<file path="src/rtl/clk_div_pkg.sv">
// Shared types and constants for the clock-divider controller.
//   state_t          : controller state (IDLE / RUN)
//   MIN_DIV          : smallest legal divisor
//   DEF_DIV_W        : default divisor/counter width
//   DEF_DEFAULT_DIV  : default divisor loaded at reset
package clk_div_pkg;

    typedef enum logic {
        IDLE = 1'b0,
        RUN  = 1'b1
    } state_t;

    localparam int MIN_DIV         = 2;
    localparam int DEF_DIV_W       = 8;
    localparam int DEF_DEFAULT_DIV = 3;

endpackage

</file>
<file path="src/rtl/clk_div_ctrl_div_counter.sv">
// Period counter for the clock divider.
//   clkin    : system clock
//   rst      : synchronous reset, active-high
//   clr      : force the count back to zero on the next edge
//   inc      : advance the count (ignored when clr is set)
//   n        : divisor in force
//   cnt      : current position within the period
//   terminal : last cycle of the period (cnt == n-1)
//   duty     : high half of the divided level (cnt < ceil(n/2))
module div_counter
    import clk_div_pkg::*;
#(
    parameter int DIV_W = DEF_DIV_W
) (
    input  logic             clkin,
    input  logic             rst,
    input  logic             clr,
    input  logic             inc,
    input  logic [DIV_W-1:0] n,
    output logic [DIV_W-1:0] cnt,
    output logic             terminal,
    output logic             duty
);

    // One extra bit so that n+1 cannot overflow at the maximum divisor.
    logic [DIV_W:0] half;

    always_ff @(posedge clkin) begin
        if (rst || clr) begin
            cnt <= '0;
        end else if (inc) begin
            cnt <= cnt + 1'b1;
        end
    end

    always_comb begin
        half     = ({1'b0, n} + 1'b1) >> 1;
        terminal = (cnt == n - 1'b1);
        duty     = ({1'b0, cnt} < half);
    end

endmodule

</file>
<file path="src/rtl/clk_div_ctrl.sv">
// Programmable divide-by-N controller.
// Produces a one-cycle enable at the start of each divided period and a
// ~50% divided level. New divisors arrive over a valid/ready handshake,
// are held in a one-entry pending register and only take effect at a
// period boundary (or immediately while idle).
//   clkin     : system clock
//   rst       : synchronous reset, active-high
//   en        : run request (sampled in IDLE and at each terminal cycle)
//   cfg_valid : new divisor offered
//   cfg_div   : requested divisor
//   cfg_ready : pending slot free
//   cfg_err   : one-cycle pulse after an illegal divisor (<2) was dropped
//   clk_en    : one-cycle pulse at the start of each divided period
//   div_out   : divided level, high for ceil(N/2) of N cycles
//   cur_div   : divisor in force
//   running   : controller is in RUN
module clk_div_ctrl
    import clk_div_pkg::*;
#(
    parameter int DIV_W       = DEF_DIV_W,
    parameter int DEFAULT_DIV = DEF_DEFAULT_DIV
) (
    input  logic             clkin,
    input  logic             rst,
    input  logic             en,
    input  logic             cfg_valid,
    input  logic [DIV_W-1:0] cfg_div,
    output logic             cfg_ready,
    output logic             cfg_err,
    output logic             clk_en,
    output logic             div_out,
    output logic [DIV_W-1:0] cur_div,
    output logic             running
);

    localparam logic [DIV_W-1:0] RESET_DIV = DIV_W'(DEFAULT_DIV);
    localparam logic [DIV_W-1:0] LEGAL_MIN = DIV_W'(MIN_DIV);

    state_t           state;
    state_t           state_nxt;
    logic             pend_valid;
    logic [DIV_W-1:0] pend_div;
    logic [DIV_W-1:0] cnt;
    logic             terminal;
    logic             duty;
    logic             accept;
    logic             load;
    logic             cnt_clr;

    // Period boundary: the counter restarts while idle and after each
    // terminal cycle; a pending divisor is only applied at those points.
    always_comb begin
        accept  = cfg_valid && cfg_ready;
        load    = pend_valid && ((state == IDLE) || terminal);
        cnt_clr = (state == IDLE) || terminal;
    end

    div_counter #(
        .DIV_W (DIV_W)
    ) u_div_counter (
        .clkin    (clkin),
        .rst      (rst),
        .clr      (cnt_clr),
        .inc      (state == RUN),
        .n        (cur_div),
        .cnt      (cnt),
        .terminal (terminal),
        .duty     (duty)
    );

    // FSM state register
    always_ff @(posedge clkin) begin
        if (rst) begin
            state <= IDLE;
        end else begin
            state <= state_nxt;
        end
    end

    // FSM next state; en only matters in IDLE and at the terminal cycle
    always_comb begin
        state_nxt = state;
        unique case (state)
            IDLE:    if (en) state_nxt = RUN;
            RUN:     if (terminal && !en) state_nxt = IDLE;
            default: state_nxt = IDLE;
        endcase
    end

    // FSM outputs, decoded directly from registered state
    always_comb begin
        running   = (state == RUN);
        clk_en    = (state == RUN) && (cnt == '0);
        div_out   = (state == RUN) && duty;
        cfg_ready = !pend_valid;
    end

    // Pending register, divisor in force and error pulse. accept needs
    // an empty slot and load needs a full one, so they never coincide.
    always_ff @(posedge clkin) begin
        if (rst) begin
            pend_valid <= 1'b0;
            pend_div   <= '0;
            cur_div    <= RESET_DIV;
            cfg_err    <= 1'b0;
        end else begin
            cfg_err <= accept && (cfg_div < LEGAL_MIN);
            if (accept && (cfg_div >= LEGAL_MIN)) begin
                pend_valid <= 1'b1;
                pend_div   <= cfg_div;
            end else if (load) begin
                pend_valid <= 1'b0;
                cur_div    <= pend_div;
            end
        end
    end

endmodule
</file>
<file path="config.mk">
export PLATFORM = sky130hd
export DESIGN_NAME = clk_div_ctrl
export DESIGN_NICKNAME = d
export VERILOG_FILES = /design/src/rtl/clk_div_pkg.sv /design/src/rtl/clk_div_ctrl_div_counter.sv /design/src/rtl/clk_div_ctrl.sv
export SDC_FILE = /design/constraint.sdc
export NUM_CORES = 1
export LEC_CHECK = 0
export ABC_AREA = 0
export BUFFER_PORTS_ARGS = -buffer_cell sky130_fd_sc_hd__buf_2
export CORE_MARGIN = 5
export CORE_UTILIZATION = 45
export CTS_BUF_LIST = sky130_fd_sc_hd__clkbuf_2 sky130_fd_sc_hd__clkbuf_4 sky130_fd_sc_hd__clkbuf_8
export DETAILED_ROUTE_END_ITERATION = 10
export PLACE_DENSITY = 0.65
export REMOVE_ABC_BUFFERS = 1
export SLEW_MARGIN = 20
export SYNTH_ARGS = -nofsm -noshare
export SYNTH_HDL_FRONTEND = slang
export SYNTH_SLANG_ARGS = --single-unit
</file>
<file path="constraint.sdc">
create_clock -name clkin -period 9.1 [get_ports clkin]
set_clock_uncertainty 0.2 [all_clocks]
set_input_delay 2.275 -clock clkin [delete_from_list [all_inputs] [get_ports clkin]]
set_output_delay 2.275 -clock clkin [all_outputs]
set_load 0.1 [all_outputs]
</file>
Yosys cells after proc, flatten, opt, wreduce, memory -nomap -nowiden
Cells that the tools add are included.
Widths: inputs -> output; s select.
{"block": "totals", "register_bits": 27, "inputBits": 12, "out_inout_bits": 13, "elab_cells": 34}
{"block": "op_classes", "add_sub_neg": 3, "n_lt_le_gt_ge": 3, "eq_ne": 1, "mux": 5, "bitwise_logic": 2, "n_reduce_logical": 14}
{"cell": "$add 8x1->9 const B", "n": 1}
{"cell": "$add 8x1->8 const B", "n": 1}
{"cell": "$eq 8x8->1", "n": 1}
{"cell": "$ge 8x2->1 const B", "n": 1}
{"cell": "$logic_not 8->1", "n": 1}
{"cell": "$lt 8x2->1 const B", "n": 1}
{"cell": "$lt 8x8->1", "n": 1}
{"cell": "$sub 8x1->8 const B", "n": 1}
{"cell": "$logic_and 1x1->1", "n": 7}
{"cell": "$mux 1", "n": 4}
{"cell": "$logic_not 1->1", "n": 2}
{"cell": "$logic_or 1x1->1", "n": 2}
{"cell": "$not 1->1", "n": 2}
{"cell": "$pmux 1 s2", "n": 1}
{"cell": "$reduce_and 2->1", "n": 1}
{"cell": "$reduce_bool 2->1", "n": 1}

Depth between registers and ports, before layout
{"block": "logic_depth", "ltp_word": 6, "mapped_depth": 11, "mapped_depth_nobuf": 9}

By module
Synthesis repeated with hierarchy kept, for this count alone.
{"block": "unflattened", "cells_unflattened": 195, "hier_area_um2": 1677.9}
{"mod": "div_counter", "n_inst": 1, "cells_per_inst": 105, "area_each_um2": 872.1, "seq_area_each_um2": 160.2}
{"mod": "clk_div_ctrl", "n_inst": 1, "cells_per_inst": 90, "area_each_um2": 805.8, "seq_area_each_um2": 380.4}

Worst setup path before layout
Ideal clock, no wire load.
{"block": "synth_path", "kind": "reg2out", "start": "reg cur_div[0]", "end": "out div_out", "arrival_ns": 3.427, "required_ns": 6.625, "path_slack_ns": 3.198, "path_stages_with_launch": 10, "path_buffers": 0, "path_cell_list": "dfxtp_1 > ha_1 > xnor2_1 > ha_1 > a21o_1 > a21o_1 > a21o_1 > a21o_1 > a2111oi_0 > or2_1"}
{"block": "synth_between", "elab_chain_len": 3}
{"item": "from (decl)", "line": "clk_div_ctrl.sv:32", "source": "output logic [DIV_W-1:0] cur_div,"}
{"item": "from (signal assigned)", "line": "clk_div_ctrl.sv:113", "source": "cur_div <= pend_div;"}
{"item": "$add 8x1->9", "line": "clk_div_ctrl_div_counter.sv:37", "source": "half = ({1'b0, n} + 1'b1) >> 1;"}
{"item": "$lt 8x8->1", "line": "clk_div_ctrl_div_counter.sv:39", "source": "duty = ({1'b0, cnt} < half);"}
{"item": "$logic_and 1x1->1", "line": "clk_div_ctrl.sv:94", "source": "div_out = (state == RUN) && duty;"}
{"item": "to (decl)", "line": "clk_div_ctrl.sv:31", "source": "output logic div_out,"}
No other way between the ends.

Worst setup path after layout
Ends and elaborated chain as after synthesis.

==> summary.txt <==
sequential cell area fraction in the yosys report = 0.326
fraction of post-synthesis cell area in the top cell type by area = 0.326
CTS Buffer Depth = 2
path type of the worst min-delay path = register to register
most used standard cell by instance count after synthesis = sky130_fd_sc_hd__nor2_1
setup repair after global routing missed its margin = false
cell with the most instances on the worst path = sky130_fd_sc_hd__a21o_1
Overall Global Routing Usage = 0.129
Area contributors post-synth = sky130_fd_sc_hd__dfxtp_1, sky130_fd_sc_hd__mux2i_1, sky130_fd_sc_hd__xor2_1
average wire per cell in the routed design = 12.4 µm
number of global-route vias before repair = 1174
PortBufs = 24
Final setup violation count = 0
Ports = 25
Top FF cell, synth = sky130_fd_sc_hd__dfxtp_1
synthesized flop and latch total = 27
Resize count post-CTS = 0
critical path buffer and inverter count = 1
Worst path slowest cell = sky130_fd_sc_hd__dfxtp_1
buffer type at the clock tree root = sky130_fd_sc_hd__clkbuf_8
actual transition at the worst max-transition pin = 1.02 ns
Crit. End Element = output port
Worst EP arrival = 2.97 ns
Period minus WS final = 5.45 ns
number of maximum-capacitance violations = 0
number of DRC markers in iteration 0 = 50
share of post-route cells with drive strength above 1 = 0.165
Die Ht = 70.7 µm
clock slew at the register clock pins of the worst setup and hold paths = 0.10 ns
total power density per cell area = 151 nW/µm²
via density per instance = 4.98
Synth Warn # = 0
cell types with the highest counts after synthesis = sky130_fd_sc_hd__nor2_1, sky130_fd_sc_hd__dfxtp_1, sky130_fd_sc_hd__xor2_1
number of flops mapped to enable cells by yosys = 0
CTS tree = yes
Req. time, crit path = 6.63 ns
worst IR drop on VDD = 0.113 mV
top cell family by delay on the critical path = compound AO/OA/AOI/OAI gates
DRC viols = 0
std cell rows = 22
WL final = 3160 µm
Congestion Overflow GR = 0
worst max-slew margin expressed relative to the limit = 0.323
clock latency at the later pin of the worst-skew pair = 0.28 ns
synthesized instance count = 190
netlist area before placement = 1660 µm²
startpoint types = register
run status = finished, final reports clean
CP max FO = 8
number of hold violations in the final report = 0
number of placed instances, taps included = 250
area inside the core boundary = 3610 µm²
post-synthesis cell type with the largest combined area = sky130_fd_sc_hd__dfxtp_1
leakage dissipation = 0.789 nW
total of fill cells in the finished design = 376
Net count, final = 230
setup tns final = 0 ns
critical path type = register to output port
largest net degree at the start of global routing = 29
synth-to-layout area growth = 9.80%
die outline width = 70.7 µm
syn_area_per_cell = 8.74 µm²
antenna diode count = 0
antenna viol nets, final = 0
starting density of the core = 0.460
Pins Over Slew Limit = 0
routed via count = 1266
DIE AREA = 5000 µm²
maximum clock rate = 0.184 GHz
final cell count without fillers = 254
number of search-and-repair iterations in the first detailed-routing pass = 4
Slowest Stage Delay on Critical Path = 0.48 ns
series of cell instances along the critical path = ha_1 > xnor2_1 > ha_1 > a21o_1 > a21o_1 > a21o_1 > a21o_1 > a2111oi_0 > or2_1 > buf_2
DP Wirelength = 2390 µm
number of clock sinks seen by CTS = 27
setup bufs post-CTS = 0
fraction of registers with async set or reset after synthesis = 0
share of the clock period used by the worst path after layout = 0.598
clock buffer count from CTS = 3
GPL Wtd Cong = 0.745
number of antenna violations at the first check in global routing = 0
number of distinct standard cells referenced by the synthesized netlist = 38
global-route wire length before repair = 5290 µm
post-cts hold buffer count = 0
H-tree depth = 1
-- tightest hold or removal path, stage by stage, from the launching register on --
cell                       delay (ns)
sky130_fd_sc_hd__dfxtp_1         0.33
sky130_fd_sc_hd__nand2b_1        0.06
sky130_fd_sc_hd__mux2i_1         0.06
-- cells in the final DEF, fill, tap and decap left out, drive strengths merged, types with 3 or more instances in the layout --
master	n
a21o	4
a21oi	3
xor2	16
inv	9
nand2	9
o31ai	3
nand3	5
nand4	6
ha	11
clkbuf	3
nand2b	13
xnor2	7
dfxtp	27
buf	24
nor2	30
nor3	4
mux2i	15
-- through the flow --
stage | hold slack [ns] | instance area, µm² | utilization | setup slack (ns) | total power (W)
floorplan | 0.251 | 1590 | - | 3.18 | 0.000190
global placement | 0.266 | 1770 | 0.492 | 3.99 | 0.000205
detailed placement | 0.274 | 1770 | 0.492 | 3.95 | 0.000205
finish | 0.283 | 1820 | 0.506 | 3.65 | 0.000276
CTS | 0.290 | 1820 | 0.506 | 3.62 | 0.000281
global route | 0.311 | 1820 | 0.506 | 3.48 | 0.000292
-- cells by family (layout without fill, tap and decap cells) --
family / Yosys count / after routing / synth area share
and+or+nand+nor: 77 / 77 / 0.243
DFF: 27 / 27 / 0.326
xor gates and xnor gates: 23 / 23 / 0.121
buffers and inverters: 20 / 36 / 0.0588
AOI/OAI and AO/OA: 17 / 17 / 0.0776
muxes: 15 / 15 / 0.0904
adders and majority gates: 11 / 11 / 0.0829
-- flip-flops by register name, indices dropped and copies added, names as in the netlist --
signal,flops
u_div_counter.cnt,8
running,1
cur_div,8
pend_div,8
pend_valid,1
cfg_err,1
-- layer usage --
layer | global-route usage | share of wire | vias to the layer above
li1 | - | - | 676
met1 | 0.167 | 0.49 | 566
met2 | 0.218 | 0.46 | 22
met3 | 0.0341 | 0.042 | 2
met4 | 0.0251 | 0.0057 | 0
met5 | 0 | 0 | -
-- cell type report --
cell class              instances  area (µm²)  area share
well taps                      48        60.1      0.0329
multi-input cells             143        1020       0.561
flip-flops and latches         27         541       0.296
clock buffers                   3        41.3      0.0226
clock inverters                 1        8.76     0.00480
inverters                       8        30.0      0.0165
repair buffers                 24         120      0.0659
-- power by group --
part	leakage (nW)	switching [W]	total, W	internal, W
clock network	0.0261	0.0000421	0.0000744	0.0000322
logic	0.543	0.0000486	0.0000710	0.0000224
registers	0.220	0.00000719	0.000131	0.000124
total	0.789	0.0000979	0.000276	0.000178
-- worst paths after layout --
path                from         end  slack [ns]  depth (start not counted)
max           cur_div[0]     div_out        3.65                         10
min          pend_div[5]  cur_div[5]        0.28                          2
max reg2reg   cur_div[0]  cur_div[1]        6.40                          9
min reg2reg  pend_div[5]  cur_div[5]        0.28                          2
No activity file was read; power rests on OpenSTA's default activity.
